===== src/rtl/lieat_wbu_arbiter_pkg.sv =====
// lieat_wbu_arbiter_pkg: shared constants and types for the writeback arbiter
`ifndef REG_IDX
`define REG_IDX 5
`endif
package lieat_wbu_arbiter_pkg;
  localparam int NSRC = 5;
  localparam int WB_COM = 0;
  localparam int WB_LSU = 1;
  localparam int WB_MULDIV = 2;
  localparam int WB_VPU = 3;
  localparam int WB_FPU = 4;
  localparam int PTR_W = 3;
  localparam int PERF_W = 16;
  typedef logic [PTR_W-1:0] ptr_t;
endpackage


===== src/rtl/lieat_wbu_arbiter_if.sv =====
// lieat_wbu_arbiter_if: unit request/flush side and writeback side of the arbiter
interface lieat_wbu_arbiter_if import lieat_wbu_arbiter_pkg::*; #(parameter int XLEN = 32) ();
  logic [NSRC-1:0] src_vld;
  logic [NSRC-1:0] src_rdy;
  logic [NSRC-1:0] src_rdwen;
  logic [NSRC*`REG_IDX-1:0] src_rd;
  logic [NSRC*XLEN-1:0] src_wdata;
  logic com_flush;
  logic lsu_flush;
  logic muldiv_flush;
  logic vpu_flush;
  logic fpu_flush;
  logic wbck_ena;
  logic [NSRC-1:0] wbck_op;
  logic wbck_rfwen;
  logic [`REG_IDX-1:0] wbck_rd;
  logic [XLEN-1:0] wbck_wdata;
  logic [2:0] perf_sel;
  logic [PERF_W-1:0] perf_cnt;
  modport master (
    output src_vld, src_rdwen, src_rd, src_wdata,
    output com_flush, lsu_flush, muldiv_flush, vpu_flush, fpu_flush, perf_sel,
    input src_rdy, wbck_ena, wbck_op, wbck_rfwen, wbck_rd, wbck_wdata, perf_cnt
  );
  modport slave (
    input src_vld, src_rdwen, src_rd, src_wdata,
    input com_flush, lsu_flush, muldiv_flush, vpu_flush, fpu_flush, perf_sel,
    output src_rdy, wbck_ena, wbck_op, wbck_rfwen, wbck_rd, wbck_wdata, perf_cnt
  );
endinterface


===== src/rtl/lieat_general_dfflr.sv =====
// lieat_general_dfflr: load-enable flop with synchronous active-high reset
module lieat_general_dfflr #(parameter int DW = 1) (
  input  logic          clk,
  input  logic          rst,
  input  logic          lden,
  input  logic [DW-1:0] dnxt,
  output logic [DW-1:0] qout
);
  always_ff @(posedge clk)
    qout <= rst ? '0 : lden ? dnxt : qout;
endmodule


===== src/rtl/lieat_wbu_rr_pick.sv =====
// lieat_wbu_rr_pick: one-hot round-robin pick, search ascending from ptr modulo NSRC
module lieat_wbu_rr_pick import lieat_wbu_arbiter_pkg::*; (
  input  logic [NSRC-1:0] req,
  input  ptr_t            ptr,
  output logic [NSRC-1:0] grant
);
  ptr_t idx;
  // Walk offsets from farthest to nearest so the nearest requester is written last
  always_comb begin
    grant = '0;
    idx = '0;
    for (int k = NSRC - 1; k >= 0; k--) begin
      idx = PTR_W'((int'(ptr) + k) % NSRC);
      grant = req[idx] ? NSRC'(1) << idx : grant;
    end
  end
endmodule


===== src/rtl/lieat_wbu_arbiter.sv =====
// lieat_wbu_arbiter: round-robin regfile writeback arbiter; LIEAT_WBU_PERF_EN adds per-unit stall counters
module lieat_wbu_arbiter import lieat_wbu_arbiter_pkg::*; #(parameter int XLEN = 32) (
  input logic clock,
  input logic reset,
  lieat_wbu_arbiter_if.slave bus
);
  logic [NSRC-1:0] flush, req, pick, grant;
  ptr_t rr_ptr, ptr_nxt, win;
  logic [`REG_IDX-1:0] rd_win;
  logic rdwen_win, has_grant, rfwen_nxt;
  logic [XLEN-1:0] wdata_win;
  assign flush = {bus.fpu_flush, bus.vpu_flush, bus.muldiv_flush, bus.lsu_flush, bus.com_flush};
  assign req = bus.src_vld & ~flush;
  lieat_wbu_rr_pick u_pick (.req(req), .ptr(rr_ptr), .grant(pick));
  // No unit may see rdy while reset holds the writeback stage clear
  assign grant = reset ? '0 : pick;
  assign bus.src_rdy = grant;
  assign has_grant = |grant;
  always_comb begin
    win = '0;
    rd_win = '0;
    rdwen_win = 1'b0;
    wdata_win = '0;
    for (int i = 0; i < NSRC; i++) begin
      win = grant[i] ? ptr_t'(i) : win;
      rd_win = grant[i] ? bus.src_rd[i*`REG_IDX +: `REG_IDX] : rd_win;
      rdwen_win = grant[i] ? bus.src_rdwen[i] : rdwen_win;
      wdata_win = grant[i] ? bus.src_wdata[i*XLEN +: XLEN] : wdata_win;
    end
  end
  assign ptr_nxt = (win == ptr_t'(WB_FPU)) ? '0 : win + ptr_t'(1);
  // x0 writes still retire to clear the tracker but never touch the regfile
  assign rfwen_nxt = has_grant & rdwen_win & (|rd_win);
  lieat_general_dfflr #(PTR_W) u_ptr (
    .clk(clock), .rst(reset), .lden(has_grant), .dnxt(ptr_nxt), .qout(rr_ptr)
  );
  lieat_general_dfflr #(1) u_ena (
    .clk(clock), .rst(reset), .lden(1'b1), .dnxt(has_grant), .qout(bus.wbck_ena)
  );
  lieat_general_dfflr #(NSRC) u_op (
    .clk(clock), .rst(reset), .lden(1'b1), .dnxt(grant), .qout(bus.wbck_op)
  );
  lieat_general_dfflr #(1) u_rfwen (
    .clk(clock), .rst(reset), .lden(1'b1), .dnxt(rfwen_nxt), .qout(bus.wbck_rfwen)
  );
  lieat_general_dfflr #(`REG_IDX) u_rd (
    .clk(clock), .rst(reset), .lden(has_grant), .dnxt(rd_win), .qout(bus.wbck_rd)
  );
  lieat_general_dfflr #(XLEN) u_wdata (
    .clk(clock), .rst(reset), .lden(has_grant), .dnxt(wdata_win), .qout(bus.wbck_wdata)
  );
`ifdef LIEAT_WBU_PERF_EN
  logic [NSRC-1:0][PERF_W-1:0] stall_cnt;
  for (genvar g = 0; g < NSRC; g++) begin : g_stall
    lieat_general_dfflr #(PERF_W) u_stall (
      .clk(clock), .rst(reset),
      .lden(req[g] & ~grant[g] & ~(&stall_cnt[g])),
      .dnxt(stall_cnt[g] + PERF_W'(1)),
      .qout(stall_cnt[g])
    );
  end
  assign bus.perf_cnt = (bus.perf_sel < 3'(NSRC)) ? stall_cnt[bus.perf_sel] : '0;
`else
  logic unused_perf_sel;
  assign unused_perf_sel = ^bus.perf_sel;
  assign bus.perf_cnt = '0;
`endif
endmodule

===== src/flat_wrapper.sv =====
// flat-port wrapper written by rule: the top's interface ports become plain ports
module lieat_wbu_arbiter_flat import lieat_wbu_arbiter_pkg::*;
#(parameter int XLEN = 32)
  (clock, reset, bus_src_vld, bus_src_rdwen, bus_src_rd, bus_src_wdata, bus_com_flush, bus_lsu_flush, bus_muldiv_flush, bus_vpu_flush, bus_fpu_flush, bus_perf_sel, bus_src_rdy, bus_wbck_ena, bus_wbck_op, bus_wbck_rfwen, bus_wbck_rd, bus_wbck_wdata, bus_perf_cnt);
  lieat_wbu_arbiter_if #(.XLEN(XLEN)) bus_i ();
  input logic clock;
  input logic reset;
  input wire logic [$bits(bus_i.src_vld)-1:0] bus_src_vld;
  input wire logic [$bits(bus_i.src_rdwen)-1:0] bus_src_rdwen;
  input wire logic [$bits(bus_i.src_rd)-1:0] bus_src_rd;
  input wire logic [$bits(bus_i.src_wdata)-1:0] bus_src_wdata;
  input wire logic [$bits(bus_i.com_flush)-1:0] bus_com_flush;
  input wire logic [$bits(bus_i.lsu_flush)-1:0] bus_lsu_flush;
  input wire logic [$bits(bus_i.muldiv_flush)-1:0] bus_muldiv_flush;
  input wire logic [$bits(bus_i.vpu_flush)-1:0] bus_vpu_flush;
  input wire logic [$bits(bus_i.fpu_flush)-1:0] bus_fpu_flush;
  input wire logic [$bits(bus_i.perf_sel)-1:0] bus_perf_sel;
  output wire logic [$bits(bus_i.src_rdy)-1:0] bus_src_rdy;
  output wire logic [$bits(bus_i.wbck_ena)-1:0] bus_wbck_ena;
  output wire logic [$bits(bus_i.wbck_op)-1:0] bus_wbck_op;
  output wire logic [$bits(bus_i.wbck_rfwen)-1:0] bus_wbck_rfwen;
  output wire logic [$bits(bus_i.wbck_rd)-1:0] bus_wbck_rd;
  output wire logic [$bits(bus_i.wbck_wdata)-1:0] bus_wbck_wdata;
  output wire logic [$bits(bus_i.perf_cnt)-1:0] bus_perf_cnt;
  assign bus_i.src_vld = bus_src_vld;
  assign bus_i.src_rdwen = bus_src_rdwen;
  assign bus_i.src_rd = bus_src_rd;
  assign bus_i.src_wdata = bus_src_wdata;
  assign bus_i.com_flush = bus_com_flush;
  assign bus_i.lsu_flush = bus_lsu_flush;
  assign bus_i.muldiv_flush = bus_muldiv_flush;
  assign bus_i.vpu_flush = bus_vpu_flush;
  assign bus_i.fpu_flush = bus_fpu_flush;
  assign bus_i.perf_sel = bus_perf_sel;
  assign bus_src_rdy = bus_i.src_rdy;
  assign bus_wbck_ena = bus_i.wbck_ena;
  assign bus_wbck_op = bus_i.wbck_op;
  assign bus_wbck_rfwen = bus_i.wbck_rfwen;
  assign bus_wbck_rd = bus_i.wbck_rd;
  assign bus_wbck_wdata = bus_i.wbck_wdata;
  assign bus_perf_cnt = bus_i.perf_cnt;
  lieat_wbu_arbiter #(.XLEN(XLEN)) u_core (.clock(clock), .reset(reset), .bus(bus_i));
endmodule

===== config.mk =====
export PLATFORM = sky130hd
export DESIGN_NAME = lieat_wbu_arbiter_flat
export DESIGN_NICKNAME = d
export VERILOG_FILES = /design/src/rtl/lieat_wbu_arbiter_pkg.sv /design/src/rtl/lieat_wbu_arbiter_if.sv /design/src/rtl/lieat_general_dfflr.sv /design/src/rtl/lieat_wbu_rr_pick.sv /design/src/rtl/lieat_wbu_arbiter.sv /design/src/flat_wrapper.sv
export SDC_FILE = /design/constraint.sdc
export NUM_CORES = 1
export LEC_CHECK = 0
export BUFFER_PORTS_ARGS = -buffer_cell sky130_fd_sc_hd__buf_2
export CORE_UTILIZATION = 35
export CTS_CLUSTER_SIZE = 24
export DETAILED_ROUTE_END_ITERATION = 12
export GPL_TIMING_DRIVEN = 0
export PLACE_DENSITY = 0.7
export SKIP_LAST_GASP = 1
export SLEW_MARGIN = 20
export SYNTH_ARGS = -nofsm -noshare
export SYNTH_HDL_FRONTEND = slang
export SYNTH_SLANG_ARGS = --single-unit
export TNS_END_PERCENT = 100

===== constraint.sdc =====
create_clock -name clock -period 17 [get_ports clock]
set_input_delay 0.85 -clock clock [delete_from_list [all_inputs] [get_ports clock]]
set_output_delay 0.85 -clock clock [all_outputs]
set_load 0.005 [all_outputs]

---- Yosys cells after proc, flatten, opt, wreduce, memory -nomap -nowiden ----
Cells that the tools add are included.
storage, ports and cells
  bits in registers ....................... 47
  latch bits .............................. 0
  bits in writable memories ............... 0
  bits in read-only memories .............. 0
  input bits .............................. 205
  output and inout bits ................... 65
  logic and storage cells ................. 69
  memories ................................ 0
operators by class
  add/subtract/negate cells ............... 5
  multipliers ............................. 0
  div/mod/pow operators ................... 5
  order comparisons ....................... 5
  equal/unequal tests ..................... 1
  shifts and indexed selects .............. 5
  muxes and demuxes ....................... 36
  bitwise gates (word level) .............. 4
  reduce and logical (&&, ||, !) cells .... 2
operator list
  cell                     number
  $mux W32                 5
  $mod A32 B4 Y32 const B  4
  $mux W5                  11
  $mod A4 B4 Y32 const B   1
  $shl A1 B3 Y5 const A    5
  $lt A3 B4 Y1 const B     5
  $bmux W1 S3              5
  $mux W3                  4
  $mux W1                  11
  $reduce_or A5 Y1         2
  $add A3 B2 Y4 const B    2
  $and A5 B5 Y5            1
  $not A5 Y5               1
  $add A3 B1 Y4 const B    1
  $add A3 B3 Y4 const B    1
  $add A3 B1 Y3 const B    1
  $eq A3 B3 Y1 const B     1
  $and A1 B1 Y1            2

---- Longest topological paths before layout ----
Gate-level depths: netlist of run 1.
  word-level depth ........................ 17
  mapped depth ............................ 27
  gate-level depth less buffers ........... 22

---- Modules after synthesis ----
From an unflattened synthesis of run 1, not the netlist that was laid out.
unflattened totals
  cells, all modules ...................... 692
  area, all modules ....................... 5397.7 µm²
by module, submodules not included
  module                                  instances  cells each  area an instance (µm²)  seq. area each (µm²)
  lieat_wbu_rr_pick                       1          264         2082.0                  0.0
  lieat_wbu_arbiter                       1          278         1622.8                  0.0
  lieat_general_dfflr (u_core.u_wdata)    1          103         1163.6                  640.6
  lieat_general_dfflr (u_core.u_op ...)   2          16          180.2                   100.1
  lieat_general_dfflr (u_core.u_ptr)      1          9           101.3                   60.1
  lieat_general_dfflr (u_core.u_ena ...)  2          3           33.8                    20.0

---- Worst setup path before layout of run 1 ----
No wires, ideal clock.
  kind .................................... register -> output
  start ................................... register u_core.u_ptr.qout[0]
  end ..................................... output bus_src_rdy[0]
  data arrival time ....................... 5016 ps
  data required time ...................... 16150 ps
  slack ................................... 11134 ps
  cell stages (with the launch flop) ...... 25
  path buffers ............................ 6
  path through ............................ dfxtp_1 > buf_4 > inv_1 > clkbuf_1 > ha_1 > inv_1 > ha_1 > inv_1 > ha_1 > or3_4 > nand3_1 > nand2_1 > ha_1 > nand2b_1 > nand3_2 > o2bb2ai_4 > mux2i_1 > nand4_1 > nor4b_1 > or3_1 > and4b_1 > buf_6 > buf_4 > buf_2 > buf_2
on the way
  word-level cells in the longest chain between the ends .. 10
  elaborated cells on any way between the ends .. 30
  those cells by class .................... 4 x add/sub; 5 x div; 5 x shift; 16 x mux
ends and longest elaborated chain
  what                           line                       text
  start, declared                lieat_general_dfflr.sv:7   output logic [DW-1:0] qout
  start signal, assigned         lieat_general_dfflr.sv:10  qout <= rst ? '0 : lden ? dnxt : qout;
  $add A3 B3 Y4                  lieat_wbu_rr_pick.sv:13    idx = PTR_W'((int'(ptr) + k) % NSRC);
  $mod A32 B4 Y32                lieat_wbu_rr_pick.sv:13
  $bmux W1 S3                    lieat_wbu_rr_pick.sv:14    grant = req[idx] ? NSRC'(1) << idx : grant;
  $mux W1 (implied by the code)  lieat_wbu_rr_pick.sv:14
  $mux W5 (4 in a row)           lieat_wbu_rr_pick.sv:14
  $mux W5 *                      lieat_wbu_rr_pick.sv:14
  $mux W5 *                      lieat_wbu_arbiter.sv:16    assign grant = reset ? '0 : pick;
  end, declared                  flat_wrapper.sv:18         output wire logic [$bits(bus_i.src_rdy)-1:0] bus_src_rdy;
Every way passes the cells marked *; elsewhere a longest branch is shown, timed or not. The select of a mux whose other input is x is not followed.

---- Worst setup path in the final report of run 1 ----
  start ................................... register u_core.u_ptr.qout[0]
  end ..................................... output bus_src_rdy[1]
Same word-level chain as after synthesis.

==> results.toml, run 1 <==
[status]
status = "finished, final reports clean"

[logic_synthesis]
syn_avg_cell_area_um2 = 8.02
yosysTopAreaCell = "dfxtp_1"
synth.mux.area_fraction_pct = 3.00
yosysUniqueCellTypes = 84
synth_top_family_by_area = "compound AO/OA/AOI/OAI gates"
synth_simple_gate_area_share_pct = 19.5
synth_top_area_share_pct = 20.9
syn_area_mm2 = 0.00450
synthAdderAreaFrac_pct = 6.68
yosys_warnings = 0
synth_edf_count = 0
synthFlopType = "dfxtp_1"
synth_area_leaders = "dfxtp_1 21%, a222oi_1 7.6%, ha_1 6.7%"
synth_compound_area_share_pct = 37.3
ys_seq_elements = 47
async_reset_ff_share_pct = 0
synth_cells = 561
synth_xor_area_share_pct = 1.67
ys_seq_area_share_pct = 20.9

[cells_and_area]
nNetsFinal = 1061
fill_cells = 1290
drive_above_1_share_pct = 39.6
final_cell_mix = "262 x buf_2, 53 x nand2_1, 47 x dfxtp_1, 43 x inv_1, 34 x a222oi_1"
area_growth_syn_to_layout_pct = 37.2
utilization_pct = 49.1
regArea_um2 = 941
layout_commonest_cell = "buf_2"
multi_input_area_mm2 = 0.00313

[power_and_ir_drop]
clock_power_share_pct = 8.2
power_leakage_nw = 3.01
p_comb_share_pct = 77.0
p_sw_share_pct = 51.3
p_per_area_mw_per_mm2 = 205
intPower_mw = 0.615
ir_drop_mv = 0.0906
p_seq_share_pct = 14.9
netSwitchingPower_mw = 0.648

[cts]
cts_tree = "built"
path_clk_slew_ns = 0.07
cts_root_buf = "clkbuf_16"
hold_buffers = 0
ctsResizeCount = 0
h-tree-depth = 2
post_cts_buffers = 0
worstSkewPairLatency_ns = 0.29
cts_buffers = 5
cts.sinks = 47
ctsLongestPathBuffers = 2

[grt]
met1_usage_pct = 33.1
grt_pass1_wl_mm = 27.0
antenna_found_initial = 1
use_met2_pct = 46.0
grt.total_usage_pct = 27.0
grt_use_met3_pct = 5.38
grt_most_used_layer = "met2"
grt_start_max_net_pins = 16
grt_pass1_vias = 5053
grt-ovfl-total = 0

[sta]
fmax_mhz = 134
maxSlewViolCount = 0
slew_headroom_pct = 40.9
min_period_ns = 7.45
skew_ns = 0.00530
hold_viol = 0
tightest_slew_ns = 0.887
setup_viol = 0
period_share_pct = 43.8
rsz0062_at_grt = "no"
tns_ns = 0

[routing]
drt_iter0_drc = 449
vias_per_cell = 5.55
vias = 5581
ant_nets = 0
post_drt_wl_per_cell_um = 18.4
first_pass_iters = 5
post-route-drc-count = 0
wl_mm = 18.5

[min_path]
min-delay-start = "u_core.u_wdata.qout[31]"
hp-class = "flip-flop to flip-flop"

[critical_path]
timing.rr.start = "u_core.u_ptr.qout[0]"
cp.arrival_ns = 6.60
cp_max_fo = 13
cp-end-kind = "output pin"
crit_required_ns = 16.15
start_kind = "flip-flop"
crit_start = "u_core.u_ptr.qout[0]"
rrSetupSlack_ns = 10.25
worstSetupPathType = "flip-flop to output pin"

[place]
io_buffers = 249
finalWeightedCongestion = 0.929
post-dp-hpwl_mm = 15.4

[run]
maxCapViolations = 0

[floorplanning]
core_area_mm2 = 0.0126
die_x_um = 115
chipHeight_um = 115
die_area_mm2 = 0.0133
ios = 270
rows = 41
start_util_pct = 35.8
-- cell usage after synthesis, types with 11 or more instances --
cell type / number
inv_1: 43
nor3_1: 12
clkbuf_1: 17
a31oi_1: 33
nand2_1: 53
ha_1: 24
a21oi_1: 16
dfxtp_1: 47
buf_4: 21
a222oi_1: 34
nor2b_1: 11
a21o_1: 13
nand3_1: 11
nor2_1: 25
buf_2: 13
a22oi_1: 30
-- through the flow --
step	worst slack, ns	cells	total power [mW]	instance area, um2	hold WS (ns)
2_1_floorplan	11.13	576	0.865	4550	0.450
3_3_place_gp	9.94	997	1.14	6020	0.430
3_5_place_dp	9.96	997	1.15	6020	0.436
4_1_cts	9.62	1005	1.25	6170	0.453
5_1_grt	9.13	1005	1.37	6170	0.461
6_report	9.55	1006	1.26	6170	0.448
-- cell type report --
class                           count  area share (%)
Antenna cell                        1          0.0405
Clock inverter                      2           0.263
Multi-Input combinational cell    429            50.7
Buffer                             55            5.13
Inverter                           45            2.74
Timing Repair Buffer              249            20.2
Sequential cell                    47            15.2
Tap cell                          172            3.49
Clock buffer                        6            2.25
-- registers in the layout, indices dropped and copies added, names as in the netlist --
register and count:
u_core.u_ptr.qout 3, u_core.u_rfwen.qout 1, u_core.u_rd.qout 5, u_core.u_op.qout 5, u_core.u_ena.qout 1, u_core.u_wdata.qout 32
-- path summary, 6_finish.rpt --
check	to	cells past startpoint
max reg2reg	u_core.u_rfwen.qout	24
min	u_core.u_wdata.qout[31]	1
max	bus_src_rdy[1]	23
min reg2reg	u_core.u_wdata.qout[31]	1
-- layer usage --
layer,routed length (um),vias to the layer above
li1,-,2673
met1,7390,2604
met2,8990,268
met3,1510,34
met4,596,2
met5,13,-
-- cell families after synthesis --
| logic type | after synthesis |
|---|---|
| AOI/OAI and AO/OA | 207 |
| xor gates and xnor gates | 6 |
| adders and majority gates | 24 |
| buffers and inverters | 100 |
| DFF | 47 |
| muxes | 12 |
| other | 1 |
| and+or+nand+nor | 164 |
-- power groups by stage --
stage	Combinational, mW	Clock, mW	Sequential [mW]
CTS	0.961	0.106	0.188
global route	1.06	0.109	0.192
floorplan	0.677	0	0.188
finish	0.972	0.103	0.188
global placement	0.953	0	0.189
detailed placement	0.957	0	0.190
-- worst max-delay path: stages, from the launching register on --
cell       delay [ns]
dfxtp_1          0.41
buf_4            0.23
inv_1            0.17
clkbuf_1         0.58
ha_1             0.34
inv_1            0.06
ha_1             0.43
inv_1            0.10
ha_1             0.23
or3_4            0.37
nand3_1          0.13
nand2_1          0.14
ha_1             0.26
nand2b_1         0.09
nand3_2          0.09
o2bb2ai_4        0.26
mux2i_1          0.28
nand4_1          0.26
nor2_1           0.19
a211oi_1         0.10
o41ai_2          0.59
buf_2            0.38
clkbuf_1         0.40
buf_2            0.20
No activity file was read; power rests on OpenSTA's default activity.
==> inputs of run 2 (changes only) <==
--- a/config.mk
+++ b/config.mk
@@ -10,7 +10,7 @@
 export CTS_CLUSTER_SIZE = 24
 export DETAILED_ROUTE_END_ITERATION = 12
 export GPL_TIMING_DRIVEN = 0
-export PLACE_DENSITY = 0.7
+export PLACE_DENSITY = 0.73
 export SKIP_LAST_GASP = 1
 export SLEW_MARGIN = 20
 export SYNTH_ARGS = -nofsm -noshare
==> constraint.sdc (replaced) <==
create_clock -name clock -period 6.7 [get_ports clock]
set_input_delay 0.335 -clock clock [delete_from_list [all_inputs] [get_ports clock]]
set_output_delay 0.335 -clock clock [all_outputs]
set_load 0.005 [all_outputs]
==> run 2 against run 1 <==
  * Register-to-register slack got worse by 9.8 ns
  * Global-route usage fell by 0.39 points
  * Utilization rose by 0.52 points
  * Clock power rose to 2.9 times the previous value
  * Routed wire length rose by 0.84%
  * Sequential power rose to 2.5 times the previous value
  * Die area did not move
  * First-iteration DRC count rose by 39%
  * Flip-flop and latch count did not move
  * Clock-buffer cell count fell by 1
  * Critical path type unchanged
  * Critical endpoint is now bus_src_rdy[0]
  * Largest cell class unchanged
==> results.toml, run 2 (synthesis gave the netlist of run 1 again) <==
[status]
status = "finished, final reports clean"

[sta]
period_share_pct = 93.4
setup_viol = 0
skew_ns = 0.0117
rsz0062_at_grt = "no"
hold_viol = 0
tightest_slew_ns = 0.868
min_period_ns = 6.26
tns_ns = 0
maxSlewViolCount = 0
fmax_mhz = 160
slew_headroom_pct = 41.8
hold_ws_ns = 0.261

[place]
dp_cells = 997
finalWeightedCongestion = 0.934
post-dp-hpwl_mm = 15.4
io_buffers = 249

[cts]
cts_tree = "built"
h-tree-depth = 2
cts_root_buf = "clkbuf_16"
hold_buffers = 0
cts.sinks = 47
worstSkewPairLatency_ns = 0.31
path_clk_slew_ns = 0.08
ctsLongestPathBuffers = 2
cts_buffers = 5

[floorplanning]
start_util_pct = 35.8
chipHeight_um = 115
ios = 270
die_area_mm2 = 0.0133
core_area_mm2 = 0.0126
die_x_um = 115
rows = 41

[routing]
first_pass_iters = 9
vias = 5565
post_drt_wl_per_cell_um = 18.5
ant_nets = 0
post-route-drc-count = 0
wl_mm = 18.7
vias_per_cell = 5.50
drt_iter0_drc = 623

[run]
maxCapViolations = 0

[power_and_ir_drop]
p_seq_share_pct = 14.6
power_leakage_nw = 3.04
clock_power_share_pct = 9.2
p_sw_share_pct = 51.2
p_comb_share_pct = 76.2
netSwitchingPower_mw = 1.68
p_per_area_mw_per_mm2 = 526
power_mw = 3.28
ir_drop_mv = 0.207
intPower_mw = 1.60

[critical_path]
worstSetupPathType = "flip-flop to output pin"
cp-end-kind = "output pin"
cp_max_fo = 10
path_delay_family = "buffers and inverters"
start_kind = "flip-flop"
crit_chain = "buf_4 > clkinvlp_4 > ha_1 > inv_1 > ha_1 > inv_1 > ha_1 > or3_4 > nand3_1 > nand2_1 > ha_1 > nand2b_1 > nand3_2 > o2bb2ai_4 > mux2i_1 > nor3_2 > nor4b_1 > or3_1 > and4b_1 > buf_6 > buf_4 > buf_2 > buf_2 > buf_2"
cp.arrival_ns = 5.92
critPathMaxStageDelay_ns = 0.44
cp_slowest_cell = "dfxtp_2"
crit_required_ns = 6.36
crit_top_cell = "ha_1"
cp.buffers_inverters = 9

[cells_and_area]
fill_cells = 1271
largestRegisters = "u_core.u_wdata.qout (32), u_core.u_op.qout (5), u_core.u_rd.qout (5)"
top_register = "u_core.u_wdata.qout"
largest_register_ffs = 32
final_cells = 1011
nNetsFinal = 1065
area_growth_syn_to_layout_pct = 38.7
drive_above_1_share_pct = 40.4
utilization_pct = 49.6
final_cell_mix = "262 x buf_2, 53 x nand2_1, 46 x dfxtp_1, 42 x inv_1, 34 x a222oi_1"
layout_commonest_cell = "buf_2"

[min_path]
hp-class = "input port to flip-flop"

[grt]
antenna_found_initial = 2
grt_pass1_vias = 4959
grt_start_max_net_pins = 19
grt-ovfl-total = 0
grt_pass1_wl_mm = 26.7
grt.total_usage_pct = 26.6
==> run 2: layout make-up <==
cell class | instances | area, um2 | share of cell area [%]
diodes | 2 | 5.00 | 0.0802
plain buffers | 54 | 313 | 5.01
clock buffers | 5 | 125 | 2.01
clock inverters | 3 | 47.5 | 0.762
inverters | 45 | 173 | 2.77
multi-input cells | 429 | 3130 | 50.2
flip-flops and latches | 47 | 942 | 15.1
well taps | 172 | 215 | 3.45
repair buffers | 254 | 1280 | 20.6
==> run 2: stage by stage <==
step	setup WS (ns)	cell area [um2]
2_1_floorplan	1.17	4550
3_3_place_gp	-0.245	6020
3_5_place_dp	-0.239	6020
4_1_cts	0.128	6190
5_1_grt	0.0526	6240
6_report	0.443	6240
==> run 2: repair_timing <==
action,in CTS,in global routing
endpoints found under the setup margin,6,39
setup buffers,0,5
resized for setup,1,2
==> run 2: power groups by stage <==
stage / logic (mW) / registers (mW) / clock network [mW]
2_1_floorplan: 1.72 / 0.477 / 0
3_3_place_gp: 2.42 / 0.478 / 0
3_5_place_dp: 2.44 / 0.479 / 0
4_1_cts: 2.45 / 0.475 / 0.305
5_1_grt: 2.72 / 0.487 / 0.321
6_report: 2.50 / 0.477 / 0.303
==> run 2: metal layers <==
layer | GRT usage [%] | wire length [um] | vias to the layer above
li1 | - | - | 2680
met1 | 32.9 | 7400 | 2560
met2 | 46.5 | 9320 | 296
met3 | 3.80 | 1370 | 29
met4 | 10.2 | 568 | 0
met5 | 0 | 0 | -
==> run 2: path summary, 6_finish.rpt <==
check / start / endpoint / slack (ns) / cells past startpoint
setup reg to reg: u_core.u_ptr.qout[0] / u_core.u_rfwen.qout / 0.50 / 25
hold / removal: bus_src_rd[23] / u_core.u_rd.qout[3] / 0.26 / 2
setup / recovery: u_core.u_ptr.qout[0] / bus_src_rdy[0] / 0.44 / 24
hold reg to reg: u_core.u_wdata.qout[1] / u_core.u_wdata.qout[1] / 0.45 / 1
==> inputs of run 3 (changes only) <==
--- a/config.mk
+++ b/config.mk
@@ -10,7 +10,7 @@
 export CTS_CLUSTER_SIZE = 24
 export DETAILED_ROUTE_END_ITERATION = 12
 export GPL_TIMING_DRIVEN = 0
-export PLACE_DENSITY = 0.73
+export PLACE_DENSITY = 0.7
 export SKIP_LAST_GASP = 1
 export SLEW_MARGIN = 20
 export SYNTH_ARGS = -nofsm -noshare
==> run 3 against run 2 <==
  * Global-route usage rose by 0.35 points
  * Critical path type unchanged
  * Largest power group unchanged
  * Die area stayed put
  * Fmax down 0.35%
  * Power is 1.6% lower
  * Non-clock buffer count shrank 2
  * Critical endpoint unchanged
==> results.toml, run 3 (synthesis gave the netlist of run 1 again) <==
[critical_path]
rrSetupSlack_ns = 0.58
cp.arrival_ns = 5.94
crit_chain = "buf_4 > clkinvlp_4 > ha_1 > inv_1 > ha_1 > inv_1 > ha_1 > or3_4 > nand3_1 > nand2_1 > ha_1 > nand2b_1 > nand3_2 > o2bb2ai_4 > mux2i_1 > nand4_1 > nor4b_1 > or3_1 > and4b_1 > buf_6 > buf_4 > buf_2 > buf_2 > buf_2"
critPathMaxStageDelay_ns = 0.53
reg2reg_depth = 25
crit_required_ns = 6.36
timing.rr.start = "u_core.u_ptr.qout[0]"
cp_max_fo = 10
cp_slowest_cell = "dfxtp_1"
cp-end-kind = "output pin"
rr_endpoint = "u_core.u_wdata.qout[17]"
start_kind = "flip-flop"
worstSetupPathType = "flip-flop to output pin"
crit_top_cell = "ha_1"

[grt]
grt_pass1_vias = 5044
grt.total_usage_pct = 27.0
antenna_found_initial = 1
grt-ovfl-total = 0
grt_pass1_wl_mm = 27.0
grt_start_max_net_pins = 19

[sta]
slew_headroom_pct = 59.2
setup_viol = 0
hold_ws_ns = 0.283
min_period_ns = 6.28
fmax_mhz = 159
hold_viol = 0
rsz0062_at_grt = "no"
tns_ns = 0
tightest_slew_ns = 0.612
period_share_pct = 93.7
skew_ns = 0.00551
maxSlewViolCount = 0

[routing]
drt_iter0_drc = 437
wl_mm = 18.5
vias_per_cell = 5.56
first_pass_iters = 8
post_drt_wl_per_cell_um = 18.4
ant_nets = 0
vias = 5597
post-route-drc-count = 0

[power_and_ir_drop]
power_leakage_nw = 3.03
p_per_area_mw_per_mm2 = 518
ir_drop_mv = 0.231
power_mw = 3.23

[place]
post-dp-hpwl_mm = 15.4
finalWeightedCongestion = 0.929
io_buffers = 249

[floorplanning]
ios = 270
die_area_mm2 = 0.0133
rows = 41
chipHeight_um = 115
core_area_mm2 = 0.0126
die_x_um = 115
start_util_pct = 35.8

[cells_and_area]
final_cell_mix = "262 x buf_2, 53 x nand2_1, 47 x dfxtp_1, 42 x inv_1, 34 x a222oi_1"
insertedDiodeCount = 0
largestRegisters = "u_core.u_wdata.qout (32), u_core.u_op.qout (5), u_core.u_rd.qout (5)"
largest_register_ffs = 32
regArea_um2 = 941
drive_above_1_share_pct = 40.0
nNetsFinal = 1063
multi_input_area_mm2 = 0.00316
layout_commonest_cell = "buf_2"
top_register = "u_core.u_wdata.qout"
area_growth_syn_to_layout_pct = 38.4
fill_cells = 1283

[min_path]
hp-class = "input port to flip-flop"
whs_endpoint = "u_core.u_rd.qout[3]"
min-delay-start = "bus_src_rd[23]"
hold-path-cell-count = 2

[cts]
ctsLongestPathBuffers = 2
cts_root_buf = "clkbuf_16"
worstSkewPairLatency_ns = 0.29
path_clk_slew_ns = 0.06
cts.sinks = 47
cts_buffers = 5
cts_tree = "built"
h-tree-depth = 2
hold_buffers = 0

[status]
status = "finished, final reports clean"

[run]
maxCapViolations = 0
[run 3: changes by cell type in the layout (fill, tap and decap cells not counted), sizes merged]
cell      change
buf           -2
bufinv        -1
clkbuf        +1
clkinvlp      +1
diode         -2
inv           -1
[run 3: area by class of cell]
cell class | count | share of cell area (%)
clock inverter | 2 | 0.261
sequential | 47 | 15.1
timing repair buffer | 252 | 20.4
tap | 172 | 3.46
inverter | 45 | 2.77
multi-input combinational | 429 | 50.8
buffer | 54 | 5.03
clock buffer | 6 | 2.23
[run 3: critical path: cells and delay by family, from the launching register on]
kind	cells	cell delay [ns]
AND/OR/NAND/NOR	9	1.93
buffers and inverters	9	1.57
adder cells (fa/ha/maj)	4	1.07
flip-flops	1	0.53
multiplexers	1	0.28
AO/OA/AOI/OAI	1	0.27
[run 3: through the flow]
stage | instances | area (um2) | utilization (%) | setup WS, ns
after floorplan | 576 | 4550 | - | 1.17
after detailed placement | 997 | 6020 | 47.9 | 0.0407
after CTS | 1004 | 6180 | 49.2 | 0.131
after global placement | 997 | 6020 | 47.9 | 0.0309
after global routing | 1007 | 6220 | 49.5 | 0.0649
final | 1007 | 6220 | 49.5 | 0.421
[run 3: worst max path at each step]
| stage | start | end | cells past startpoint |
|---|---|---|---|
| after global placement | u_core.u_ptr.qout[0] | u_core.u_rfwen.qout | 24 |
| after CTS | u_core.u_ptr.qout[0] | bus_src_rdy[1] | 22 |
| after global routing | u_core.u_ptr.qout[0] | bus_src_rdy[0] | 24 |
| after detailed placement | u_core.u_ptr.qout[0] | u_core.u_rfwen.qout | 24 |
| after floorplan | u_core.u_ptr.qout[0] | u_core.u_rfwen.qout | 25 |
| final | u_core.u_ptr.qout[0] | bus_src_rdy[0] | 24 |
[run 3: routing by layer]
layer  vias up  track usage, %  wire [um]
li1       2674               -          -
met1      2603            33.2       7260
met2       284            45.9       9090
met3        34            5.11       1530
met4         2            11.1        593
met5         -               0         13
[run 3: where the power goes]
part           total [mW]  internal (mW)  switching [mW]
Clock               0.261          0.149           0.112
Combinational        2.49           1.02            1.47
Sequential          0.477          0.407          0.0701
[run 3: timing repair]
| action | in CTS | in global routing |
|---|---|---|
| resized for setup | 1 | 3 |
| endpoints found under the setup margin | 5 | 19 |
| endpoints found under the hold margin | 0 | 0 |
| buffers inserted | 0 | 3 |
